<file path="src/rtl/ob_tx_serializer_pkg.sv">
// Shared types and helpers for the output-buffer serializer.
// Latency: n/a (package only).
// Backpressure: n/a. Frame length grows by one bit under OB_TX_SERIALIZER_PARITY_EN.
package ob_tx_pkg;

   typedef enum logic [1:0] {
      OFF   = 2'd0,
      WARM  = 2'd1,
      IDLE  = 2'd2,
      SHIFT = 2'd3
   } ob_state_e;

   // Ceiling log2; clog2(1) = 0.
   function automatic int clog2(input int value);
      int r;
      r = 0;
      while ((1 << r) < value) r = r + 1;
      return r;
   endfunction

   // Bit-times per serialized word, including the optional parity bit.
   function automatic int FRAME_LEN(input int width);
`ifdef OB_TX_SERIALIZER_PARITY_EN
      return width + 1;
`else
      return width;
`endif
   endfunction

endpackage

</file>
<file path="src/rtl/ob_tx_serializer_shiftreg.sv">
// Load/shift register plus bit counter for one serial frame (LSB first).
// Latency: next_bit_o is combinational; state updates on the rising clock edge.
// Backpressure: none; the parent decides when to load or shift.
module ob_tx_shiftreg
   import ob_tx_pkg::*;
#(
   parameter int WIDTH = 8
) (
   input  logic             clk_i,
   input  logic             rst_i,
   input  logic             load_i,
   input  logic             shift_i,
   input  logic [WIDTH-1:0] din_i,
   output logic             next_bit_o,
   output logic             last_o
);

   localparam int FL = FRAME_LEN(WIDTH);
   localparam int RW = FL - 1;
   localparam int CW = clog2(WIDTH + 1);
   localparam logic [CW-1:0] LAST_CNT = CW'(FL - 1);

   logic [FL-1:0] frame;
   logic [RW-1:0] sr_q, sr_d;
   logic [CW-1:0] cnt_q, cnt_d;

`ifdef OB_TX_SERIALIZER_PARITY_EN
   assign frame = {^din_i, din_i};
`else
   assign frame = din_i;
`endif

   // The register holds only the bits still to be shown after the current one,
   // so the bit for the next bit-time is always at index 0 (or frame[0] on load).
   assign next_bit_o = load_i ? frame[0] : sr_q[0];
   assign last_o     = (cnt_q == LAST_CNT);

   // Next-state: load a fresh frame, or advance one bit-time.
   always_comb begin
      sr_d  = sr_q;
      cnt_d = cnt_q;
      if (load_i) begin
         sr_d  = frame[FL-1:1];
         cnt_d = '0;
      end else if (shift_i) begin
         sr_d  = sr_q >> 1;
         cnt_d = cnt_q + 1'b1;
      end
   end

   // State registers with synchronous reset.
   always_ff @(posedge clk_i) begin
      if (rst_i) begin
         sr_q  <= '0;
         cnt_q <= '0;
      end else begin
         sr_q  <= sr_d;
         cnt_q <= cnt_d;
      end
   end

endmodule

</file>
<file path="src/rtl/ob_tx_serializer.sv">
// Serializes WIDTH-bit words onto one pad bit with registered tristate and output-enable guard interval.
// Latency: word accepted on edge t shows DIN[0] on Q after edge t; back-to-back words are gapless.
// Backpressure: DRDY high only in IDLE or the last bit-time with OE=1. Parity bit: OB_TX_SERIALIZER_PARITY_EN.
module ob_tx_serializer
   import ob_tx_pkg::*;
#(
   parameter int   WIDTH      = 8,
   parameter int   GUARD      = 4,
   parameter logic IDLE_LEVEL = 1'b1
) (
   input  logic             CLK,
   input  logic             RST,
   input  logic             OE,
   input  logic [WIDTH-1:0] DIN,
   input  logic             DVAL,
   output logic             DRDY,
   output logic             Q,
   output logic             TS,
   output logic             BUSY
);

   localparam int GW = clog2(GUARD + 1);
   localparam logic [GW-1:0] GUARD_LAST = GW'(GUARD - 1);

   ob_state_e     state_q;
   logic [GW-1:0] gcnt_q;
   logic          q_q, ts_q, busy_q;
   logic          last_bit, next_bit, xfer, sr_shift;

   assign DRDY     = OE && ((state_q == IDLE) || ((state_q == SHIFT) && last_bit));
   assign xfer     = DRDY && DVAL;
   assign sr_shift = (state_q == SHIFT) && !last_bit;

   ob_tx_shiftreg #(.WIDTH(WIDTH)) u_sr (
      .clk_i      (CLK),
      .rst_i      (RST),
      .load_i     (xfer),
      .shift_i    (sr_shift),
      .din_i      (DIN),
      .next_bit_o (next_bit),
      .last_o     (last_bit)
   );

   // Pad FSM: tristate release, guard interval, word acceptance and frame completion.
   always_ff @(posedge CLK) begin
      if (RST) begin
         state_q <= OFF;
         gcnt_q  <= '0;
         q_q     <= IDLE_LEVEL;
         ts_q    <= 1'b1;
         busy_q  <= 1'b0;
      end else begin
         case (state_q)
            OFF: begin
               q_q    <= IDLE_LEVEL;
               busy_q <= 1'b0;
               gcnt_q <= '0;
               if (OE) begin
                  state_q <= WARM;
                  ts_q    <= 1'b0;
               end else begin
                  ts_q    <= 1'b1;
               end
            end
            WARM: begin
               if (!OE) begin
                  state_q <= OFF;
                  ts_q    <= 1'b1;
                  gcnt_q  <= '0;
               end else if (gcnt_q == GUARD_LAST) begin
                  state_q <= IDLE;
                  gcnt_q  <= '0;
               end else begin
                  gcnt_q  <= gcnt_q + 1'b1;
               end
            end
            IDLE: begin
               if (xfer) begin
                  state_q <= SHIFT;
                  q_q     <= next_bit;
                  busy_q  <= 1'b1;
               end else if (!OE) begin
                  state_q <= OFF;
                  ts_q    <= 1'b1;
               end
            end
            SHIFT: begin
               // A dropped OE never truncates a word; it only takes effect after the last bit-time.
               if (!last_bit || xfer) begin
                  q_q <= next_bit;
               end else begin
                  q_q     <= IDLE_LEVEL;
                  busy_q  <= 1'b0;
                  state_q <= OE ? IDLE : OFF;
                  ts_q    <= !OE;
               end
            end
            default: state_q <= OFF;
         endcase
      end
   end

   assign Q    = q_q;
   assign TS   = ts_q;
   assign BUSY = busy_q;

endmodule

</file>
<file path="config.mk">
export PLATFORM = sky130hd
export DESIGN_NAME = ob_tx_serializer
export DESIGN_NICKNAME = d
export VERILOG_FILES = /design/src/rtl/ob_tx_serializer_pkg.sv /design/src/rtl/ob_tx_serializer_shiftreg.sv /design/src/rtl/ob_tx_serializer.sv
export SDC_FILE = /design/constraint.sdc
export NUM_CORES = 1
export LEC_CHECK = 0
export BUFFER_PORTS_ARGS = -buffer_cell sky130_fd_sc_hd__buf_2
export CORE_ASPECT_RATIO = 0.75
export CORE_MARGIN = 2
export CORE_UTILIZATION = 45
export DETAILED_ROUTE_END_ITERATION = 16
export GPL_ROUTABILITY_DRIVEN = 1
export GPL_TIMING_DRIVEN = 1
export PLACE_DENSITY = 0.64
export SLEW_MARGIN = 25
export SYNTH_ARGS = -nofsm -noshare
export SYNTH_HDL_FRONTEND = slang
export SYNTH_SLANG_ARGS = --single-unit
</file>
<file path="constraint.sdc">
create_clock -name CLK -period 2 [get_ports CLK]
set_clock_uncertainty 0.05 [all_clocks]
set_input_delay 0 -clock CLK [delete_from_list [all_inputs] [get_ports CLK]]
set_output_delay 0 -clock CLK [all_outputs]
set_load 0.1 [all_outputs]
</file>
Yosys cells after proc, flatten, opt, wreduce, memory -nomap -nowiden
Cells that the tools add are included.
Word-level totals
  bits in registers: 19
  input port bits: 12
Cells by class
  add/subtract/negate cells: 2
  equality and inequality tests: 11
  multiplexer cells: 25
  reduce and logical (&&, ||, !) cells: 17
Operator list (count)
  2-bit two-way mux: 7
  7-bit two-way mux: 2
  1-bit two-way mux: 9
  2-bit one-hot mux with 4 select lines: 1
  3-bit two-way mux: 2
  2-bit inequality test, second input constant: 3
  1-bit one-hot mux with 3 select lines: 2
  3-bit one-hot mux with 2 select lines: 1
  4-bit by 1-bit adder with 4-bit output, second input constant: 1
  2-bit equality test, second input constant: 2
  4-bit by 3-bit equality test with 1-bit output, second input constant: 1
  1-bit logical AND: 4
  1-bit one-hot mux with 4 select lines: 1
  2-bit AND reduction: 2
  4-bit AND reduction: 1
  2-bit nonzero test: 2
  3-bit by 1-bit adder with 3-bit output, second input constant: 1
  3-bit by 2-bit equality test with 1-bit output, second input constant: 1
  3-bit by 2-bit inequality test with 1-bit output, second input constant: 1
  3-bit inequality test, second input constant: 1
  3-bit AND reduction: 1
  3-bit nonzero test: 1
  2-bit by 1-bit equality test with 1-bit output, second input constant: 1
  1-bit zero test: 2
  4 further kinds: 5

Longest topological paths before layout
Gate-level depths: netlist (run 1).
  depth after elaboration: 8
  depth in mapped cells: 7
  mapped depth without buffers: 6

Hierarchy
From an unflattened synthesis (run 1), not the netlist that was laid out.
Second synthesis, totals
  cells, all modules: 115
  area, all modules: 1037.2 um^2
By module, submodules not included
  ob_tx_shiftreg: instances 1, cells an instance 52, area an instance 521.8 um^2, sequential area each 220.2 um^2
  ob_tx_serializer: instances 1, cells an instance 63, area an instance 515.5 um^2, sequential area each 160.2 um^2

Least setup slack after synthesis (run 1)
OpenSTA, ideal clock, no wires.
  kind: reg-to-output
  start point: register state_q[0]
  end point: output DRDY
  data arrival time: 1.657 ns
  required time: 1.950 ns
  setup slack: 0.293 ns
  cell stages (with the launch flop): 5
  path through: dfxtp_1 -> ha_1 -> clkbuf_2 -> and4b_4 -> o21a_1
On the way
  longest elaborated chain between the ends: 4
  elaborated cells between the ends (all ways): 5
  those cells by class: 2 x eq/ne; 3 x reduce/logical
Ends and longest elaborated chain
  start: declaration: RTL line ob_tx_serializer.sv:25  | ob_state_e state_q;
  start signal: assignment: RTL line ob_tx_serializer.sv:94  | state_q <= OE ? IDLE : OFF;
  2-bit equality test: RTL line ob_tx_serializer.sv:30  | assign DRDY = OE && ((state_q == IDLE) || ((state_q == SHIFT) && last_bit));
  1-bit logical AND: RTL line ob_tx_serializer.sv:30
  1-bit logical OR (*): RTL line ob_tx_serializer.sv:30
  1-bit logical AND (*): RTL line ob_tx_serializer.sv:30
  end: declaration: RTL line ob_tx_serializer.sv:16  | output logic DRDY,
Mark *: on every way between the ends. The rest lies on a longest branch, timed or not.

Worst setup path in the final report (run 1)
  start point: register state_q[0]
  end point: register state_q[0]
On the way
  longest elaborated chain between the ends: 8
  elaborated cells between the ends (all ways): 16
  those cells by class: 7 x eq/ne; 2 x mux; 7 x reduce/logical
Ends and longest elaborated chain
  2-bit equality test: RTL line ob_tx_serializer.sv:30, ob_tx_serializer.sv:53
  1-bit logical AND: RTL line ob_tx_serializer.sv:30
  1-bit logical OR: RTL line ob_tx_serializer.sv:30
  1-bit logical AND: RTL line ob_tx_serializer.sv:30
  1-bit logical AND: RTL line ob_tx_serializer.sv:31  | assign xfer = DRDY && DVAL;
  1-bit logical OR: RTL line ob_tx_serializer.sv:89  | if (!last_bit || xfer) begin
  2-bit inequality test (no source line)
  4-bit AND reduction (no source line)
Parallel ways exist; a longest one is shown, timed or not.
A chain may end at the register's enable or synchronous reset.

==> reports/qor.csv, run 1 <==
stage;metric;value;unit
hold_path;hold crit path type;in2reg;
power_and_ir_drop;maximum VDD drop;0.000249;V
drt;Routed Antenna Nets;0;
clocking;Clock Sink Count;19;
layout;Area growth syn-to-layout;19.3;%
synthesis;Main synth FF type;dfxtp_1;
drt;Total Wirelength;2350;um
placed_design;GPL Wtd Cong;0.799;
grt;total congestion overflow;0;
critical_path;CP top delay family;compound AO/OA/AOI/OAI gates;
grt;global-route wire length before repair;3760;um
die;total die area;2710;um2
die;Core Region;2230;um2
drt;TritonRoute pass-1 iters;4;
placed_design;dpl ws;0.184;ns
timing;Least-Margin Pin Slew;0.482;ns
timing;Fin. Hold Viols;0;
drt;Vias/cell;5.59;
synthesis;post-synthesis async set-or-reset flop share;0;%
timing;final hold slack;0.0127;ns
hold_path;Min-Delay Path Depth;3;
drt;DR vias;933;
clocking;Max Buffers Root-to-Sink;2;
hold_path;Hold EP;state_q[1]$_SDFFE_PP0P_;
grt;initial antenna violation count;0;
critical_path;Max FO, Critical Path;9;
critical_path;Critical Path End Type;flip-flop;
layout;antenna diode count;0;
clocking;CTS Buf Count;3;
critical_path;buffer and inverter count on the worst path;1;
critical_path;Worst path slowest cell;dfxtp_1;
power_and_ir_drop;Leak;0.505;nW
placed_design;port bufs;15;
grt;largest net degree at the start of global routing;16;
timing;fmax;535;MHz
critical_path;Worst Path Required;2.15;ns
layout;Nets;161;
die;Die W;59.5;um
synthesis;syn_nets;138;
critical_path;crit-path cells;inv_1 > ha_1 > nand3b_1 > o221ai_1 > a2111o_1 > and3_1;
timing;Tcrit/Tclk final;93.4;%
die;# IOs;16;
drt;DRC Markers;0;
synthesis;Avg Synthesized Cell Area;8.65;um2
clocking;CTS tree;built;
drt;DRT iter0 DRCs;42;
timing;minimum clock period;1.87;ns
critical_path;r2r worst-path depth;6;
power_and_ir_drop;Overall Power;0.791;mW
clocking;cell chosen for the clock root;clkbuf_4;
die;die boundary height;45.6;um
grt;gr usage total;19.1;%
run_status;run status;finished clean;
critical_path;RR Endpoint;state_q[0]$_SDFFE_PP0P_;
critical_path;flop-to-flop setup slack;0.13;ns
synthesis;mapped cell area;1040;um2
synthesis;sequential-to-total area share from yosys stat;36.6;%
drt;WL/cell;14.1;um
synthesis;Syn Inst Count;120;
timing;Final setup viols;0;
layout;final core utilization;55.5;%
critical_path;CP startpoint kind;flip-flop;
synthesis;Post-synth EDFFs;0;
die;Starting Density;46.5;%
timing;Max Slew Vio Count;0;
critical_path;Crit. path cell count;6;
placed_design;HPWL Detailed;1580;um
synthesis;#FFs+latches synth;19;
critical_path;Setup CP Type;reg2reg;
grt;vias in the first global route;843;
layout;layout cell share with drive strength beyond 1;17.6;%
synthesis;library cells used by synthesis;40;
critical_path;worst reg2reg path startpoint;state_q[0]$_SDFFE_PP0P_;
clocking;clock slew at reported path FFs;0.10;ns
timing;Post-Route Setup TNS;0;ns
timing;RSZ-0062 raised after global routing;false;
clocking;CTS H-tree lvls;1;
critical_path;delay of the slowest critical-path stage;0.39;ns
critical_path;data arrival time of the critical path;2.02;ns
power_and_ir_drop;PD cells;638;nW/um2
synthesis;Synth Warn #;0;
clocking;Clock Latency Late Sink;0.30;ns
die;row cnt;15;
timing;Setup WS post-layout;0.132;ns
job;max-capacitance violation count;0;
hold_path;Hold Startpoint;OE;
timing;Slew headroom;67.5;%
[placed cells by master, fill, tap and decap left out, types with 2 or more instances in the layout]
cell / instances
o211ai_1: 2
inv_1: 4
nor2_1: 14
nor3_1: 2
ha_1: 6
buf_2: 14
clkbuf_4: 3
a311oi_1: 6
nand3_1: 10
o21ai_0: 3
nand3b_1: 2
and3_1: 3
a21oi_1: 6
dlygate4sd3_1: 9
xor2_1: 2
dfxtp_1: 19
nand2_1: 11
a21o_1: 2
buf_4: 2
a211oi_1: 2
[kinds of logic (layout without fill, tap and decap cells)]
| logic type | count (synthesis) | after routing | share of synthesized area, % |
|---|---|---|---|
| and+or+nand+nor | 48 | 48 | 23.0 |
| AOI/OAI and AO/OA | 32 | 32 | 24.0 |
| DFF | 19 | 19 | 36.6 |
| buffers and inverters | 12 | 34 | 6.50 |
| adders and majority gates | 6 | 6 | 7.23 |
| xor gates and xnor gates | 2 | 2 | 1.69 |
| muxes | 1 | 1 | 0.964 |
[layout make-up]
type	count	area (um2)
inverters	4	15.0
well taps	25	31.3
clock buffers	4	26.3
flip-flops and latches	19	380
fillers	215	995
repair buffers	26	195
multi-input cells	89	591
[where the power goes]
group	switching [mW]	total (mW)	internal, mW
logic	0.125	0.192	0.0665
clock network	0.119	0.196	0.0778
registers	0.0104	0.402	0.392
[state kept, by name, indices dropped and copies added (netlist names)]
register / flops
u_sr.cnt_q: 4
u_sr.sr_q: 7
state_q: 2
Q: 1
gcnt_q: 3
TS: 1
BUSY: 1
[worst min-delay path: stages]
cell and delay (ns):
buf_2 0.16, nand3_1 0.10, o41ai_1 0.07
[layer usage]
metal  vias to the layer above  wire, um  global-route usage [%]
met5                         -         0                       0
met4                         0        49                    10.9
li1                        483         -                       -
met1                       418      1180                    24.7
met3                         7       115                    6.25
met2                        25      1010                    28.1
[worst max path at each step]
stage | slack, ns | startpoint | end
finish | 0.13 | state_q[0]$_SDFFE_PP0P_ | state_q[0]$_SDFFE_PP0P_
global placement | 0.25 | state_q[0]$_SDFFE_PP0P_ | state_q[0]$_SDFFE_PP0P_
global route | 0.03 | state_q[0]$_SDFFE_PP0P_ | state_q[0]$_SDFFE_PP0P_
detailed placement | 0.18 | state_q[0]$_SDFFE_PP0P_ | state_q[0]$_SDFFE_PP0P_
CTS | 0.16 | state_q[0]$_SDFFE_PP0P_ | state_q[0]$_SDFFE_PP0P_
floorplan | 0.29 | state_q[0]$_SDFFE_PP0P_ | DRDY
[synthesized netlist by cell type (2+ instances only)]
| cell | number | area [um2] |
|---|---|---|
| a311oi_1 | 6 | 52.6 |
| xor2_1 | 2 | 17.5 |
| nand2_1 | 11 | 41.3 |
| nor2_1 | 14 | 52.6 |
| nand3b_1 | 2 | 15.0 |
| o21ai_0 | 3 | 15.0 |
| inv_1 | 4 | 15.0 |
| dfxtp_1 | 19 | 380 |
| buf_6 | 2 | 22.5 |
| buf_2 | 2 | 10.0 |
| a211oi_1 | 2 | 15.0 |
| nor3_1 | 2 | 10.0 |
| and3_1 | 3 | 18.8 |
| nand3_1 | 10 | 50.1 |
| a21oi_1 | 6 | 30.0 |
| o211ai_1 | 2 | 15.0 |
| a21o_1 | 2 | 15.0 |
| ha_1 | 6 | 75.1 |
[what timing repair did]
| item | CTS | global route |
|---|---|---|
| resized for setup | 0 | 0 |
| hold endpoints to repair | 11 | 0 |
| hold buffers | 9 | 0 |
| buffers inserted | 0 | 0 |
[metrics by stage]
step	cell area, um2	std cells
after floorplan	1040	120
after global placement	1120	154
after detailed placement	1120	154
after CTS	1240	167
after global routing	1240	167
final	1240	167
Note: power is estimated with default switching activity, not from simulation.
==> run 2, diff against run 1 <==
--- a/config.mk
+++ b/config.mk
@@ -5,14 +5,15 @@
 export SDC_FILE = /design/constraint.sdc
 export NUM_CORES = 1
 export LEC_CHECK = 0
+export ABC_AREA = 1
 export BUFFER_PORTS_ARGS = -buffer_cell sky130_fd_sc_hd__buf_2
-export CORE_ASPECT_RATIO = 0.75
+export CORE_ASPECT_RATIO = 1.1
 export CORE_MARGIN = 2
 export CORE_UTILIZATION = 45
 export DETAILED_ROUTE_END_ITERATION = 16
 export GPL_ROUTABILITY_DRIVEN = 1
 export GPL_TIMING_DRIVEN = 1
-export PLACE_DENSITY = 0.64
+export PLACE_DENSITY = 0.63
 export SLEW_MARGIN = 25
 export SYNTH_ARGS = -nofsm -noshare
 export SYNTH_HDL_FRONTEND = slang
==> run 2 against run 1 <==
Against the previous run:
- first-iteration DRC count shrank 62%
- synthesized area grew 3.4%
- core utilization grew 0.98 points
- non-clock buffer count shrank 2
- largest cell class unchanged
==> reports/qor.csv, run 2 <==
stage;metric;value;unit;change
synthesis;#FFs+latches synth;19;;unchanged
synthesis;Avg Synthesized Cell Area;6.93;um2;-20%
timing;fmax;556;MHz;+3.8%
layout;area occupied by multi-input gates;576;um2;-2.5%
critical_path;Setup CP Type;reg2out;;
critical_path;Max FO, Critical Path;5;;-4
drt;Total Wirelength;2180;um;-7.4%
clocking;CTS tree;built;;
layout;FILL cells;224;;+4.2%
die;die boundary height;55.2;um;+21%
clocking;Clock Latency Late Sink;0.29;ns;about the same
die;Core Region;2250;um2;+0.84%
layout;commonest non-fill, non-tap cells in the layout;nand2_1, inv_1, dfxtp_1;;
die;Die W;50.6;um;-15%
clocking;setup bufs post-CTS;0;;unchanged
clocking;CTS Buf Count;3;;unchanged
drt;WL/cell;10.4;um;-26%
synthesis;Syn Inst Count;155;;+29%
synthesis;most numerous cell in the Yosys netlist;nand2_1;;
synthesis;area fraction of the dominant cell type after synthesis;35.4;%;-1.2 points
timing;final hold slack;0.123;ns;+0.110 ns
critical_path;Worst path slowest cell;buf_2;;
synthesis;Main synth FF type;dfxtp_1;;
critical_path;CP startpoint kind;flip-flop;;
clocking;Max Buffers Root-to-Sink;2;;unchanged
grt;GRT busiest layer;met2;;
layout;commonest non-fill, non-tap cell in the layout;nand2_1;;
grt;initial antenna violation count;0;;unchanged
synthesis;top area cells in the synthesized netlist;dfxtp_1, nand2_1, inv_1, ha_1, a21oi_1;;
layout;register area;380;um2;unchanged
placed_design;DP Cell Count;196;;+27%
grt;met3 usage;1.62;%;-4.6 points
power_and_ir_drop;maximum VDD drop;0.000866;V;+250%
power_and_ir_drop;Leak;0.639;nW;+26%
die;# IOs;16;;unchanged
drt;Vias/cell;4.88;;-13%
critical_path;crit-path cells;ha_1 > nand4_1 > nand2_2 > inv_1 > nor2_2 > buf_2;;
timing;Fin. Hold Viols;0;;unchanged
synthesis;syn_nets;173;;+25%
layout;final core utilization;56.4;%;+0.98 points
timing;Least-Margin Pin Slew;0.483;ns;+0.00156 ns
critical_path;Worst Path Required;1.95;ns;-0.20 ns
grt;met1 GRT Util;20.7;%;-3.9 points
timing;minimum clock period;1.80;ns;-0.0691 ns
synthesis;sequential-to-total area share from yosys stat;35.4;%;-1.2 points
layout;Reg with most FFs;u_sr.sr_q;;
timing;Post-Route Setup TNS;0;ns;unchanged
drt;DRC Markers;0;;unchanged
layout;Nets;198;;+23%
critical_path;delay of the slowest critical-path stage;0.42;ns;+0.03 ns
timing;Max Slew Vio Count;0;;unchanged
clocking;CTS H-tree lvls;1;;unchanged
synthesis;Post-synth top cells;nand2_1, inv_1, dfxtp_1;;
clocking;Clock Sink Count;19;;unchanged
synthesis;Post-synth EDFFs;0;;unchanged
layout;Area growth syn-to-layout;18.4;%;
drt;DRT iter0 DRCs;16;;-62%
grt;gr usage total;17.7;%;-1.4 points
layout;fin cells;209;;+25%
synthesis;post-synthesis async set-or-reset flop share;0;%;unchanged
run_status;run status;finished clean;;
die;Starting Density;47.7;%;+1.2 points
grt;M2 GR Usage;33.5;%;+5.3 points
grt;vias in the first global route;988;;+17%
placed_design;HPWL Detailed;1590;um;+0.18%
clocking;cell chosen for the clock root;clkbuf_4;;
synthesis;mapped cell area;1070;um2;+3.4%
synthesis;library cells used by synthesis;22;;-45%
critical_path;data arrival time of the critical path;1.75;ns;-0.27 ns
power_and_ir_drop;PD cells;1120;nW/um2;+75%
placed_design;GPL Wtd Cong;0.788;;-1.4%
grt;global-route wire length before repair;3960;um;+5.3%
synthesis;Synth Warn #;0;;unchanged
layout;antenna diode count;0;;unchanged
drt;TritonRoute pass-1 iters;4;;unchanged
job;max-capacitance violation count;0;;unchanged
timing;Final setup viols;0;;unchanged
timing;Slew headroom;68.0;%;+0.46 points
die;total die area;2790;um2;+3.0%
critical_path;Critical Path End Type;output pin;;
layout;max reg flops;7;;unchanged
grt;total congestion overflow;0;;unchanged
die;row cnt;18;;+3
clocking;clock slew at reported path FFs;0.11;ns;about the same
synthesis;area leader, netlist;dfxtp_1;;
timing;Tcrit/Tclk final;89.9;%;-3.5 points
timing;RSZ-0062 raised after global routing;false;;
layout;Top Registers;u_sr.sr_q: 7 flops, u_sr.cnt_q: 4 flops, gcnt_q: 3 flops;;
hold_path;hold crit path type;in2reg;;
grt;largest net degree at the start of global routing;16;;unchanged
layout;layout cell share with drive strength beyond 1;15.6;%;-2.0 points
drt;DR vias;1020;;+9.3%
placed_design;port bufs;15;;unchanged
drt;Routed Antenna Nets;0;;unchanged
==> run 2: path summary, 6_finish.rpt <==
kind	start	endpoint	slack [ns]	cells past startpoint
max reg2reg	state_q[0]$_SDFFE_PP0P_	u_sr.sr_q[4]$_SDFFE_PP0P_	0.28	7
min	OE	gcnt_q[1]$_SDFFE_PP0P_	0.12	5
min reg2reg	TS$_SDFFE_PP1P_	TS$_SDFFE_PP1P_	0.41	2
max	state_q[0]$_SDFFE_PP0P_	DRDY	0.20	6
==> run 2: critical path, delay by kind of cell, from the launching register on <==
| kind | cells | cell delay (ns) |
|---|---|---|
| adders and majority gates | 1 | 0.28 |
| buffers and inverters | 2 | 0.48 |
| DFF | 1 | 0.38 |
| and+or+nand+nor | 3 | 0.33 |
==> run 2: through the flow <==
stage	area (um2)	setup WS, ns	total power, mW
2_1_floorplan	1080	0.323	1.10
3_3_place_gp	1150	0.407	1.22
3_5_place_dp	1150	0.337	1.23
4_1_cts	1270	0.168	1.44
5_1_grt	1270	0.0348	1.55
6_report	1270	0.201	1.42
==> run 2: timing repair <==
action | in CTS | in global routing
resized for setup | 0 | 0
endpoints found under the hold margin | 10 | 0
hold buffers | 9 | 0
==> run 2: logic make-up after synthesis <==
family,count (synthesis),share of synthesized area [%]
and+or+nand+nor,78,32.9
buffers and inverters,27,11.2
AOI/OAI and AO/OA,24,12.7
DFF,19,35.4
adders and majority gates,6,6.99
xor gates and xnor gates,1,0.816
==> run 2: layout make-up <==
type,instances,area share (%)
Clock buffer,4,2.07
Inverter,23,6.79
Tap cell,30,2.95
Sequential cell,19,29.9
Timing Repair Buffer,24,13.0
Multi-Input combinational cell,109,45.3
==> run 2: metal layers <==
layer,wire [um],vias to the layer above
met4,12,0
met1,990,463
li1,-,540
met3,53,2
met5,0,-
met2,1120,15
==> run 2: where the power goes <==
part | internal [mW] | total (mW) | switching (mW)
Combinational | 0.226 | 0.753 | 0.527
Clock | 0.0774 | 0.191 | 0.114
Sequential | 0.443 | 0.479 | 0.0362
Total | 0.747 | 1.42 | 0.676
==> run 3, diff against run 2 <==
--- a/config.mk
+++ b/config.mk
@@ -5,15 +5,15 @@
 export SDC_FILE = /design/constraint.sdc
 export NUM_CORES = 1
 export LEC_CHECK = 0
-export ABC_AREA = 1
 export BUFFER_PORTS_ARGS = -buffer_cell sky130_fd_sc_hd__buf_2
 export CORE_ASPECT_RATIO = 1.1
-export CORE_MARGIN = 2
+export CORE_MARGIN = 10
 export CORE_UTILIZATION = 45
+export CTS_CLUSTER_SIZE = 30
 export DETAILED_ROUTE_END_ITERATION = 16
 export GPL_ROUTABILITY_DRIVEN = 1
 export GPL_TIMING_DRIVEN = 1
-export PLACE_DENSITY = 0.63
+export PLACE_DENSITY = 0.64
 export SLEW_MARGIN = 25
 export SYNTH_ARGS = -nofsm -noshare
 export SYNTH_HDL_FRONTEND = slang
==> run 3 against run 2 <==
Against the previous run:
- combinational power down 75%
- critical path depth unchanged
- hold slack worse by 0.11 ns
- clock power up 4%
- sequential power down 16%
- sequential cell count unchanged
- wire length up 11%
- cell count down 18%
==> reports/qor.csv, run 3 (synthesis gave the netlist of run 1 again) <==
stage;metric;value;unit;change
die;Die W;65.8;um;+30%
critical_path;Worst Path Required;2.15;ns;+0.20 ns
placed_design;GPL Wtd Cong;0.789;;+0.18%
hold_path;hold crit path type;in2reg;;
placed_design;Cell Area, Placed;1130;um2;-2.3%
layout;FILL cells;214;;-4.5%
timing;Final setup viols;0;;unchanged
timing;RSZ-0062 raised after global routing;false;;
grt;largest net degree at the start of global routing;16;;unchanged
placed_design;port bufs;15;;unchanged
clocking;CTS H-tree lvls;1;;unchanged
layout;Top Registers;u_sr.sr_q: 7 flops, u_sr.cnt_q: 4 flops, gcnt_q: 3 flops;;
critical_path;data arrival time of the critical path;2.01;ns;+0.26 ns
layout;commonest non-fill, non-tap cells in the layout;dfxtp_1, nor2_1, buf_2;;
grt;vias in the first global route;958;;-3.0%
timing;Tcrit/Tclk final;92.9;%;+3.0 points
timing;Post-Route Setup TNS;0;ns;unchanged
timing;final hold slack;0.00890;ns;-0.114 ns
critical_path;Setup CP Type;reg2reg;;
clocking;CTS tree;built;;
grt;initial antenna violation count;0;;unchanged
die;# IOs;16;;unchanged
grt;gr usage total;11.0;%;-6.7 points
layout;antenna diode count;0;;unchanged
layout;Reg with most FFs;u_sr.sr_q;;
drt;DR vias;927;;-9.1%
die;Starting Density;46.6;%;-1.1 points
die;Core Region;2230;um2;-1.0%
die;row cnt;18;;unchanged
clocking;Max Buffers Root-to-Sink;2;;unchanged
job;max-capacitance violation count;0;;unchanged
die;total die area;4630;um2;+66%
critical_path;Max FO, Critical Path;9;;+4
layout;fin cells;172;;-18%
timing;Least-Margin Pin Slew;0.494;ns;+0.0107 ns
critical_path;flop-to-flop setup slack;0.14;ns;-0.14 ns
drt;DRT iter0 DRCs;57;;+41
drt;TritonRoute pass-1 iters;4;;unchanged
timing;Max Slew Vio Count;0;;unchanged
layout;commonest non-fill, non-tap cell in the layout;dfxtp_1;;
layout;layout cell share with drive strength beyond 1;17.6;%;+2.0 points
clocking;Clock Sink Count;19;;unchanged
placed_design;HPWL Detailed;1740;um;+9.5%
timing;Fin. Hold Viols;0;;unchanged
clocking;cell chosen for the clock root;clkbuf_4;;
clocking;Post-CTS Resized;0;;unchanged
layout;final instance area;1240;um2;-2.1%
layout;Nets;161;;-19%
die;die boundary height;70.4;um;+27%
power_and_ir_drop;PD cells;636;nW/um2;-43%
drt;Routed Antenna Nets;0;;unchanged
drt;WL/cell;14.0;um;+35%
timing;Slew headroom;67.3;%;-0.71 points
drt;Total Wirelength;2410;um;+11%
placed_design;DP Cell Count;159;;-19%
power_and_ir_drop;Leak;0.505;nW;-21%
grt;total congestion overflow;0;;unchanged
layout;Area growth syn-to-layout;19.9;%;
clocking;clock slew at reported path FFs;0.11;ns;about the same
layout;max reg flops;7;;unchanged
clocking;CTS Buf Count;3;;unchanged
run_status;run status;finished clean;;
timing;fmax;538;MHz;-3.2%
critical_path;Critical Path End Type;flip-flop;;
timing;minimum clock period;1.86;ns;+0.0595 ns
critical_path;CP startpoint kind;flip-flop;;
drt;DRC Markers;0;;unchanged
drt;Vias/cell;5.39;;+10%
power_and_ir_drop;maximum VDD drop;0.000412;V;-52%
grt;global-route wire length before repair;4200;um;+5.9%
clocking;Clock Latency Late Sink;0.30;ns;about the same
-- run 3: changes by cell type in the layout (fill, tap and decap cells not counted), sizes merged, moves of 3 or more --
cell / delta
nand4: -6
inv: -19
nand2: -32
a21oi: -7
o21ai: -6
and3: +3
a311oi: +6
-- run 3: metal layers --
layer,vias up,global-route usage [%],wire [um],share of wire [%]
li1,485,-,-,-
met1,432,12.4,1110,46
met2,8,18.8,1220,50
met3,2,2.39,70,2.9
met4,0,4.76,13,0.54
met5,-,0,0,0
-- run 3: layout make-up --
| type | instances | area [um2] | share of cell area [%] |
|---|---|---|---|
| multi-input combinational | 89 | 591 | 47.4 |
| sequential | 19 | 380 | 30.6 |
| timing repair buffer | 26 | 195 | 15.7 |
| tap | 30 | 37.5 | 3.02 |
| clock buffer | 4 | 26.3 | 2.11 |
| inverter | 4 | 15.0 | 1.21 |
-- run 3: path summary, 6_finish.rpt --
check             cells after the start                 startpoint                         to
setup / recovery                      6    state_q[0]$_SDFFE_PP0P_    state_q[0]$_SDFFE_PP0P_
hold / removal                        3                         OE    state_q[1]$_SDFFE_PP0P_
setup reg to reg                      6    state_q[0]$_SDFFE_PP0P_    state_q[0]$_SDFFE_PP0P_
hold reg to reg                       2  u_sr.sr_q[6]$_SDFFE_PP0P_  u_sr.sr_q[6]$_SDFFE_PP0P_
-- run 3: what timing repair did --
action | in CTS | in global routing
hold endpoints to repair | 11 | 0
buffers inserted | 0 | 0
hold buffers | 9 | 0
-- run 3: through the flow --
stage	utilization (%)	setup WS (ns)	power (mW)
final	55.8	0.142	0.792
after global routing	55.8	0.0198	0.834
after CTS	55.8	0.143	0.795
after detailed placement	50.6	0.163	0.588
after global placement	50.6	0.253	0.583
after floorplan	-	0.293	0.548
-- run 3: power by group --
group          switching (mW)  internal (mW)
sequential            0.00982          0.392
clock                   0.121         0.0776
combinational           0.125         0.0664
total                   0.256          0.536
-- run 3: critical path, cell delays in order, from the launching register on --
cell      delay, ns
dfxtp_1        0.40
inv_1          0.09
ha_1           0.34
nand3b_1       0.14
o221ai_1       0.19
a2111o_1       0.38
and3_1         0.18
